[src/rtl/dense_sequencer.sv]
// Dense layer sequencer: streams features from the feature RAM into the Dense
// unit, captures the Dense results into a register bank and tracks the signed
// argmax so the predicted class is ready when done pulses.
module dense_sequencer #(
  parameter int IN_COUNT  = 10,
  parameter int OUT_COUNT = 3,
  parameter int DATA_SIZE = 16
) (
  input  logic                         clk,
  input  logic                         rst,
  input  logic                         go,
  output logic                         busy,
  output logic                         done,
  output logic [$clog2(IN_COUNT)-1:0]  featAdr,
  output logic                         featRd,
  input  logic [DATA_SIZE-1:0]         featData,
  output logic                         denseStart,
  output logic [DATA_SIZE-1:0]         denseDataIn,
  input  logic                         denseBusy,
  input  logic                         denseValid,
  input  logic [DATA_SIZE-1:0]         denseDataOut,
  input  logic [$clog2(OUT_COUNT)-1:0] resultIdx,
  output logic [DATA_SIZE-1:0]         resultData,
  output logic [$clog2(OUT_COUNT)-1:0] classOut
);

  localparam int ADR_W  = $clog2(IN_COUNT);
  localparam int CLS_W  = $clog2(OUT_COUNT);
  localparam int OCNT_W = $clog2(OUT_COUNT + 1);

  typedef enum logic [2:0] {IDLE, PRIME, START, FEED, COLLECT, DONE} state_t;

  state_t                      state;
  logic [ADR_W-1:0]            feed_cnt;
  logic [OCNT_W-1:0]           out_cnt;
  logic signed [DATA_SIZE-1:0] result_q [OUT_COUNT];
  logic signed [DATA_SIZE-1:0] best_val;
  logic [CLS_W-1:0]            best_idx;

  logic signed [DATA_SIZE-1:0] cand_val;
  logic                        capture;
  logic                        last_capture;
  logic                        cand_wins;
  logic [CLS_W-1:0]            new_idx;

  // Strict signed greater-than: on a tie the earlier (lower) index is kept.
  function automatic logic beats(input logic signed [DATA_SIZE-1:0] cand,
                                 input logic signed [DATA_SIZE-1:0] best);
    return cand > best;
  endfunction

  assign cand_val     = $signed(denseDataOut);
  assign capture      = (state == COLLECT) && denseValid && (int'(out_cnt) < OUT_COUNT);
  assign last_capture = capture && (int'(out_cnt) == OUT_COUNT - 1);
  assign cand_wins    = (out_cnt == '0) || beats(cand_val, best_val);
  assign new_idx      = cand_wins ? CLS_W'(out_cnt) : best_idx;

  // Feature words pass straight through to Dense only while feeding.
  assign denseDataIn = (state == FEED) ? featData : '0;

  // Result readout; out-of-range selects read as zero.
  always_comb begin
    resultData = '0;
    for (int i = 0; i < OUT_COUNT; i++) begin
      if (int'(resultIdx) == i) resultData = result_q[i];
    end
  end

  // Sequencer FSM. RAM address/read-enable are registered one state ahead so
  // that, with the RAM's one-cycle latency, word k lands in FEED cycle k.
  always_ff @(posedge clk) begin
    if (rst) begin
      state      <= IDLE;
      busy       <= 1'b0;
      done       <= 1'b0;
      featRd     <= 1'b0;
      featAdr    <= '0;
      denseStart <= 1'b0;
      classOut   <= '0;
      feed_cnt   <= '0;
      out_cnt    <= '0;
      best_val   <= '0;
      best_idx   <= '0;
      for (int i = 0; i < OUT_COUNT; i++) result_q[i] <= '0;
    end else begin
      done       <= 1'b0;
      denseStart <= 1'b0;
      case (state)
        IDLE: begin
          if (go && !denseBusy) begin
            busy  <= 1'b1;
            state <= PRIME;
          end
        end
        PRIME: begin
          featRd     <= 1'b1;
          featAdr    <= '0;
          denseStart <= 1'b1;
          state      <= START;
        end
        START: begin
          featAdr  <= ADR_W'(1);
          feed_cnt <= '0;
          state    <= FEED;
        end
        FEED: begin
          if (int'(feed_cnt) + 2 < IN_COUNT) featAdr <= feed_cnt + ADR_W'(2);
          if (int'(feed_cnt) == IN_COUNT - 1) begin
            featRd  <= 1'b0;
            out_cnt <= '0;
            state   <= COLLECT;
          end else begin
            feed_cnt <= feed_cnt + ADR_W'(1);
          end
        end
        COLLECT: begin
          if (capture) begin
            for (int i = 0; i < OUT_COUNT; i++) begin
              if (int'(out_cnt) == i) result_q[i] <= cand_val;
            end
            out_cnt  <= out_cnt + OCNT_W'(1);
            best_idx <= new_idx;
            if (cand_wins) best_val <= cand_val;
            if (last_capture) begin
              classOut <= new_idx;
              done     <= 1'b1;
              state    <= DONE;
            end
          end
        end
        DONE: begin
          busy  <= 1'b0;
          state <= IDLE;
        end
        default: state <= IDLE;
      endcase
    end
  end

endmodule

[config.mk]
export PLATFORM = sky130hd
export DESIGN_NAME = dense_sequencer
export DESIGN_NICKNAME = d
export VERILOG_FILES = /design/src/rtl/dense_sequencer.sv
export SDC_FILE = /design/constraint.sdc
export NUM_CORES = 1
export LEC_CHECK = 0
export ABC_AREA = 1
export CORE_MARGIN = 10
export CORE_UTILIZATION = 55
export DETAILED_ROUTE_END_ITERATION = 6
export PLACE_DENSITY = 0.83
export SLEW_MARGIN = 15
export SYNTH_ARGS = -nofsm -noshare
export SYNTH_HDL_FRONTEND = slang
export SYNTH_SLANG_ARGS = --single-unit
export TNS_END_PERCENT = 100
[constraint.sdc]
create_clock -name clk -period 3.45 [get_ports clk]
set_input_delay 0.345 -clock clk [delete_from_list [all_inputs] [get_ports clk]]
set_output_delay 0.345 -clock clk [all_outputs]
set_load 0.01 [all_outputs]
# ---- Word level (Yosys, flattened, before mapping)
# Memories as Yosys holds them, arrays and structs flattened.
# Index checks and enable logic that the tools add are counted.
# Widths: inputs -> output; s select.
dict set report word_totals {
  reg_bits 37
  latchBits 0
  mem_bits_rw 48
  mem_bits_ro 0
  in_bits 39
  out_inout_bits 42
  elab_cells 108
  mem_count 1
}
# memory words word_bits rd rd_ports_with_merged_regs write_ports line
set mem_list {}
lappend mem_list {result_q 3 16 3 0 3 36} ;# logic signed [DATA_SIZE-1:0] result_q [OUT_COUNT];
dict set report op_classes {
  addsub 4
  multipliers 0
  div 0
  n_lt_le_gt_ge 3
  eq_ne 16
  n_shift 0
  n_mux 43
  bitwise_logic 5
  reduce_logical 25
}
# op count
set op_table {}
lappend op_table {{$mux 16} 7}
lappend op_table {{$mux 1} 21}
lappend op_table {{$gt 16x16->1} 1}
lappend op_table {{$pmux 3 s5} 1}
lappend op_table {{$mux 3} 4}
lappend op_table {{$pmux 4 s3} 1}
lappend op_table {{$reduce_and 2->1} 5}
lappend op_table {{$reduce_and 3->1} 3}
lappend op_table {{$eq 2x2->1 const B} 4}
lappend op_table {{$mux 4} 2}
lappend op_table {{$ne 2x2->1 const B} 4}
lappend op_table {{$pmux 4 s2} 1}
lappend op_table {{$reduce_bool 2->1} 4}
lappend op_table {{$eq 3x2->1 const B} 2}
lappend op_table {{$eq 3x3->1 const B} 2}
lappend op_table {{$logic_not 2->1} 3}
lappend op_table {{$mux 2} 3}
lappend op_table {{$add 4x2->5 const B} 1}
lappend op_table {{$lt 5x4->1 const B} 1}
lappend op_table {{$add 4x1->4 const B} 1}
lappend op_table {{$add 4x2->4 const B} 1}
lappend op_table {{$eq 4x4->1 const B} 1}
lappend op_table {{$logic_and 1x1->1} 4}
lappend op_table {{$ne 2x1->1 const B} 2}
lappend op_table {{13 further kinds} 17}

# ---- Longest topological paths before layout
# Gate-level depths: netlist of the first run.
dict set report depth {
  depth_word 8
  depth_mapped 16
  mapped_depth_nobuf 16
}

# ---- Least setup slack after synthesis of the first run
# OpenSTA, ideal clock, no wires.
dict set report synth_timing {
  kind {input to register}
  start {input port rst}
  end {memory result_q[0][0] (enable)}
  setup_time_ps 372
  t_arrival_ps 1462
  required_ps 3078
  slack_ps 1616
  stages 5
  n_path_buf 3
  cell_sequence {clkbuf_1 > inv_1 > clkbuf_1 > buf_2 > nand2_1}
}
# item line
set synth_lines {}
lappend synth_lines {{start, declared} 10} ;# input logic rst,
lappend synth_lines {{end, declared} 36}

# ---- Worst setup path after layout of the first run
dict set report layout_timing {
  start {register state[0]}
  end {output port denseDataIn[15]}
}
dict set report layout_between {
  elab_chain_len 2
}
# item line
set layout_rtl {}
lappend layout_rtl {{start, declared} 33} ;# state_t state;
lappend layout_rtl {{start signal, assigned} 73} ;# state <= IDLE;
lappend layout_rtl {{start signal, assigned} 92} ;# state <= PRIME;
lappend layout_rtl {{start signal, assigned} 99} ;# state <= START;
lappend layout_rtl {{$eq 3x2->1} 59} ;# assign denseDataIn = (state == FEED) ? featData : '0;
lappend layout_rtl {{$mux 16} 59}
lappend layout_rtl {{end, declared} 18} ;# output logic [DATA_SIZE-1:0] denseDataIn,
# Every way passes these cells.

==> results.py, run 1 <==
metrics = {
    "power_and_ir_drop": {
        "p_sw_mw": 0.712,
        "ir_worst_vdd_uv": 318,
        "p_leak_nw": 2.32,
        "switching_share_pct": 29.3,
        "cellPowerDensity_nw_per_um2": 447,
        "p_comb_share_pct": 20.2,
        "clock_power_share_pct": 30.7,
        "pwr-share-seq_pct": 49.1,
        "intPower_mw": 1.72,
    },
    "clock_tree": {
        "post_cts_buffers": 0,
        "htree_levels": 3,
        "clockRootBuffer": "clkbuf_8",
        "post_cts_resized": 0,
        "clk_pin_slew_ns": 0.09,
        "insertion_delay_ns": 0.37,
        "cts_tree": "done",
        "numCtsBuffers": 9,
        "postCtsHoldBufs": 0,
        "clkSinkCount": 85,
        "clockBufferDepth": 2,
    },
    "sta": {
        "setup_tns_ns": 0,
        "hold_violations": 0,
        "finalSetupViolCount": 0,
        "relSlewSlack_pct": 56.3,
        "rsz0062_at_grt": "no",
        "skew_ns": 0.00738,
        "maxSlewViolCount": 0,
        "fmax_mhz": 390,
        "worst_hold_slack_ns": 0.473,
        "tightest_slew_ns": 0.653,
        "fin_crit_sh_pct": 74.3,
        "finalCriticalPeriod_ns": 2.56,
    },
    "drt": {
        "first_iter_violations": 233,
        "drc": 0,
        "detail_route.first_pass.iterations": 5,
        "routed_wl_mm": 9.60,
        "routed_via_density": 5.01,
        "ant_nets": 0,
        "wl_per_cell_um": 13.9,
        "dr_total_vias": 3451,
    },
    "cells_and_area": {
        "fin_nets": 644,
        "drive_gt1_share_pct": 12.6,
        "synthToLayoutAreaGrowth_pct": 24.2,
        "diodes": 0,
        "finish.utilization_pct": 70.3,
    },
    "critical_path": {
        "regToRegStartpoint": "out_cnt[1]$_SDFFE_PP0P_",
        "cp_cell_sequence": "nand2_1 -> inv_1 -> nand2_1 -> nor2_1 -> clkdlybuf4s50_1",
        "crit_top_cell": "nand2_1",
        "critPathLaunch": "state[0]$_SDFFE_PP0P_",
        "critical_path_buf_inv_count": 2,
        "critical_path.slowest_cell": "clkdlybuf4s50_1",
        "reg2reg_depth": 8,
        "cpPeakStageDelay_ns": 0.58,
        "path_max_fanout": 20,
        "cp-start-kind": "flop",
        "crit_type": "reg -> out",
        "r2r_end": "result_q[0][3]$_DFFE_PP_",
        "r2r_setup_slack_ns": 1.05,
        "required_ns": 3.11,
        "end_kind": "output port",
        "crit_family": "simple AND/OR/NAND/NOR gates",
        "arrival_ns": 2.22,
    },
    "synthesis": {
        "netlist_top_cells_count": "nand2_1, inv_1, nor2_1",
        "yosysSeqAreaShare_pct": 49.9,
        "synth_top_cell_area_share_pct": 33.0,
        "synth_edf_count": 48,
        "syn_area_per_cell_um2": 8.73,
        "synth_area_leaders": "edfxtp_1, dfxtp_1, nand2_1",
        "synth_nets": 563,
        "synthesis.area_um2": 4370,
        "synth_most_common_cell": "nand2_1",
        "yosys.area.top_type": "edfxtp_1",
        "synth_cells": 501,
        "synth.distinct_cells": 40,
        "synth_seq_cells": 85,
        "synthArstFlopShare_pct": 0,
        "yosysWarnings": 0,
        "synth_ff_type": "edfxtp_1",
    },
    "global_route": {
        "grt_max_degree": 38,
        "track_usage_pct": 16.6,
        "grt_pass1_wl_mm": 15.5,
        "grt_pass1_vias": 3274,
        "antenna_found_initial": 0,
        "grt-ovfl-total": 0,
    },
    "floorplanning": {
        "dieHeight_um": 109,
        "start_util_pct": 56.6,
        "fp.dieW_um": 109,
        "core_area_um2": 7730,
        "pin_count": 81,
        "num_rows": 32,
        "die_area_um2": 11900,
    },
    "run_status": {
        "status": "finished clean",
    },
    "worst_hold_path": {
        "hold_path.class": "reg -> reg",
        "hold_depth": 2,
        "min-delay-start": "busy$_SDFFE_PP0P_",
        "min_to": "busy$_SDFFE_PP0P_",
    },
    "run": {
        "drv_cap": 0,
    },
    "placement": {
        "gp_congestion": 0.781,
        "io_buffers": 80,
        "hpwl_mm": 7.10,
    },
}
==> final cells by class <==
type / count / area (um^2)
multi-input combinational: 320 / 1770
sequential: 85 / 2180
tap: 102 / 128
fill: 596 / 2290
inverter: 80 / 302
clock buffer: 9 / 124
timing repair buffer: 86 / 846
clock inverter: 7 / 86.3
==> sequential cells by signal, indices dropped and copies added (netlist names) <==
name	count
out_cnt	2
feed_cnt	4
best_val	16
classOut	2
featAdr	4
result_q	48
state	3
featRd	1
done	1
busy	1
denseStart	1
best_idx	2
==> routing by layer <==
layer  GRT usage (%)  share of wire [%]  vias to the layer above
met5               0                  0                        -
met4            7.72                2.5                        0
met3            3.07                4.5                       22
met2            29.3                 52                       75
met1            19.1                 41                     1586
li1                -                  -                     1768
==> cells by family after synthesis <==
kind of cell    Yosys count  share of synthesized area [%]
simple gates            250                           27.2
buf+inv                  96                           9.73
flops                    85                           49.9
compound gates           47                           6.61
fa+ha+maj                23                           6.58
==> per-stage QoR <==
stage | setup slack (ns) | instances | cell area [um^2] | total power [mW]
floorplan | 1.62 | 501 | 4370 | 1.50
global placement | 0.918 | 673 | 5220 | 1.69
detailed placement | 0.863 | 673 | 5220 | 1.71
CTS | 0.869 | 689 | 5430 | 2.44
global route | 0.708 | 689 | 5430 | 2.54
finish | 0.887 | 689 | 5430 | 2.43
==> power by group through the flow <==
stage | Sequential [mW] | Clock (mW) | Combinational, mW
2_1_floorplan | 1.21 | 0 | 0.282
3_3_place_gp | 1.21 | 0 | 0.476
3_5_place_dp | 1.21 | 0 | 0.491
4_1_cts | 1.19 | 0.757 | 0.493
5_1_grt | 1.20 | 0.794 | 0.547
6_report | 1.19 | 0.746 | 0.490
==> worst register-to-register path, delay by kind of cell (launching register included) <==
kind	cells	cell delay (ns)
buffers and inverters	1	0.46
adder cells (fa/ha/maj)	1	0.18
flip-flops	1	0.43
AND/OR/NAND/NOR	6	1.05
==> cell usage in the layout (no fill, tap or decap), types with 9 or more instances in the layout <==
master | Yosys | final
nand2_1 | 107 | 107
clkdlybuf4s50_1 | 0 | 80
inv_1 | 75 | 75
nor2_1 | 57 | 57
edfxtp_1 | 48 | 48
nand3_1 | 38 | 38
dfxtp_1 | 37 | 37
a21oi_1 | 25 | 25
ha_1 | 23 | 23
nor2_2 | 12 | 12
nand3_2 | 11 | 11
clkbuf_8 | 0 | 9
==> worst max-delay path by stage <==
stage / to / slack (ns) / depth (start not counted)
5_1_grt: denseDataIn[11] / 0.71 / 5
6_report: denseDataIn[15] / 0.89 / 5
4_1_cts: denseDataIn[15] / 0.87 / 5
3_3_place_gp: result_q[0][17]$_DFFE_PP_ / 0.92 / 9
3_5_place_dp: result_q[0][3]$_DFFE_PP_ / 0.86 / 9
2_1_floorplan: result_q[0][0]$_DFFE_PP_ / 1.62 / 5
Power figures use the tool's default switching activity.
==> inputs of run 2 (changes only) <==
- CORE_UTILIZATION: 55 -> 47
- PLACE_DENSITY: 0.83 -> 0.76
- clock period: 3.45 -> 2.15 ns (I/O delays scaled with it)
==> run 2 against run 1 <==
Total power is 58% higher. Count of clock-buffer cells in the layout unchanged. Clock power increased by 49%. Highest routed layer unchanged. Sequential power is 61% higher. Utilization down 9.4 points. Critical path depth is 1 higher. Setup slack worse by 0.77 ns. Non-clock buffer count up 15. Die area up 14%. Final cell count increased by 3.6%.
==> results.py, run 2 (synthesis gave the netlist of run 1 again) <==
metrics = {
    "critical_path": {
        "cpPeakStageDelay_ns": 0.56,
        "cp-start-kind": "flop",
        "arrival_ns": 1.82,
        "end_kind": "output port",
        "critical_path.slowest_cell": "clkdlybuf4s50_1",
        "cp_cell_sequence": "nand2_1 -> inv_1 -> nand2_1 -> buf_4 -> nor2_1 -> clkdlybuf4s50_1",
        "required_ns": 1.93,
        "path_max_fanout": 20,
        "crit_top_cell": "nand2_1",
        "crit_type": "reg -> out",
    },
    "worst_hold_path": {
        "hold_path.class": "reg -> reg",
    },
    "clock_tree": {
        "numCtsBuffers": 9,
        "clkSinkCount": 85,
        "insertion_delay_ns": 0.35,
        "clk_pin_slew_ns": 0.09,
        "htree_levels": 3,
        "postCtsHoldBufs": 0,
        "clockBufferDepth": 2,
        "cts_tree": "done",
        "clockRootBuffer": "clkbuf_8",
    },
    "sta": {
        "maxSlewViolCount": 0,
        "skew_ns": 0.00681,
        "tightest_slew_ns": 0.406,
        "finalCriticalPeriod_ns": 2.04,
        "fin_crit_sh_pct": 94.7,
        "relSlewSlack_pct": 72.8,
        "finalSetupViolCount": 0,
        "rsz0062_at_grt": "yes",
        "fmax_mhz": 491,
        "hold_violations": 0,
        "final.setup.worst_slack_ns": 0.115,
    },
    "power_and_ir_drop": {
        "ir_worst_vdd_uv": 422,
        "p_total_mw": 3.85,
        "cellPowerDensity_nw_per_um2": 690,
        "p_leak_nw": 2.41,
    },
    "drt": {
        "ant_nets": 0,
        "detail_route.first_pass.iterations": 4,
        "routed_via_density": 4.87,
        "dr_total_vias": 3480,
        "first_iter_violations": 206,
        "drc": 0,
        "wl_per_cell_um": 14.0,
        "routed_wl_mm": 9.98,
    },
    "cells_and_area": {
        "synthToLayoutAreaGrowth_pct": 27.4,
        "reg.largest.list": "result_q x48, best_val x16",
        "fin_nets": 660,
        "largest_reg_flops": 48,
        "layout_common_cells": "nand2_1, clkdlybuf4s50_1, inv_1",
        "diodes": 0,
        "fillers": 777,
        "final_common_cell": "nand2_1",
        "regMostFlops": "result_q",
        "drive_gt1_share_pct": 15.4,
    },
    "floorplanning": {
        "pin_count": 81,
        "dieHeight_um": 116,
        "num_rows": 35,
        "fp.dieW_um": 116,
        "die_area_um2": 13600,
        "start_util_pct": 47.8,
        "core_area_um2": 9150,
    },
    "placement": {
        "gp_congestion": 0.795,
        "hpwl_mm": 7.59,
        "place_ws_ns": -0.181,
        "io_buffers": 80,
    },
    "run_status": {
        "status": "finished clean",
    },
    "global_route": {
        "track_usage_pct": 15.0,
        "antenna_found_initial": 0,
        "grt_pass1_wl_mm": 16.2,
        "grt_pass1_vias": 3353,
        "grt-ovfl-total": 0,
        "grt_max_degree": 36,
    },
    "run": {
        "drv_cap": 0,
    },
}
[run 2: power breakdown]
group / switching [mW] / internal, mW
combinational: 0.440 / 0.379
sequential: 0.0829 / 1.83
clock: 0.651 / 0.460
total: 1.17 / 2.67
[run 2: layout make-up]
class                      count  area, um^2  share of cell area (%)
sequential                    85        2180                    39.2
multi-input combinational    321        1780                    31.9
timing repair buffer         101         971                    17.4
inverter                      80         302                    5.41
tap                          111         139                    2.49
clock buffer                   9         124                    2.22
clock inverter                 7        71.3                    1.28
[run 2: path summary, 6_finish.rpt]
kind	from	end	slack [ns]	cells past startpoint
setup / recovery	state[0]$_SDFFE_PP0P_	denseDataIn[0]	0.11	6
hold / removal	featAdr[1]$_SDFFE_PP0P_	featAdr[1]$_SDFFE_PP0P_	0.47	2
setup reg to reg	best_val[7]$_SDFFE_PP0P_	best_val[6]$_SDFFE_PP0P_	0.18	13
hold reg to reg	featAdr[1]$_SDFFE_PP0P_	featAdr[1]$_SDFFE_PP0P_	0.47	2
[run 2: metal layers]
metal | vias to the layer above | GRT usage (%) | routed length [um]
met5 | - | 0 | 0
met4 | 0 | 4.75 | 117
met3 | 11 | 3.13 | 502
met2 | 72 | 26.7 | 5010
met1 | 1599 | 17.5 | 4340
li1 | 1798 | - | -
[run 2: worst max-delay path, delay by kind of cell (launching register included)]
family / cells / cell delay, ns
buffers and inverters: 3 / 0.83
flip-flops: 1 / 0.42
AND/OR/NAND/NOR: 3 / 0.23
[run 2: through the flow]
stage | hold slack (ns) | instance area, um^2 | util [%] | TNS (ns) | cells
after floorplan | 0.386 | 4370 | - | 0 | 501
after global placement | 0.459 | 5330 | 58.2 | -1.32 | 693
after detailed placement | 0.459 | 5330 | 58.2 | -2.46 | 693
after CTS | 0.472 | 5530 | 60.4 | 0 | 709
after global routing | 0.492 | 5570 | 60.9 | -0.0365 | 714
final | 0.466 | 5570 | 60.9 | 0 | 714
[run 2: repair_timing]
action / in CTS / in global routing
buffers inserted: 0 / 4
gates resized for setup: 1 / 2
hold endpoints to repair: 0 / 0
cloned: 0 / 1
pin swaps: 0 / 1
endpoints found under the setup margin: 1 / 23
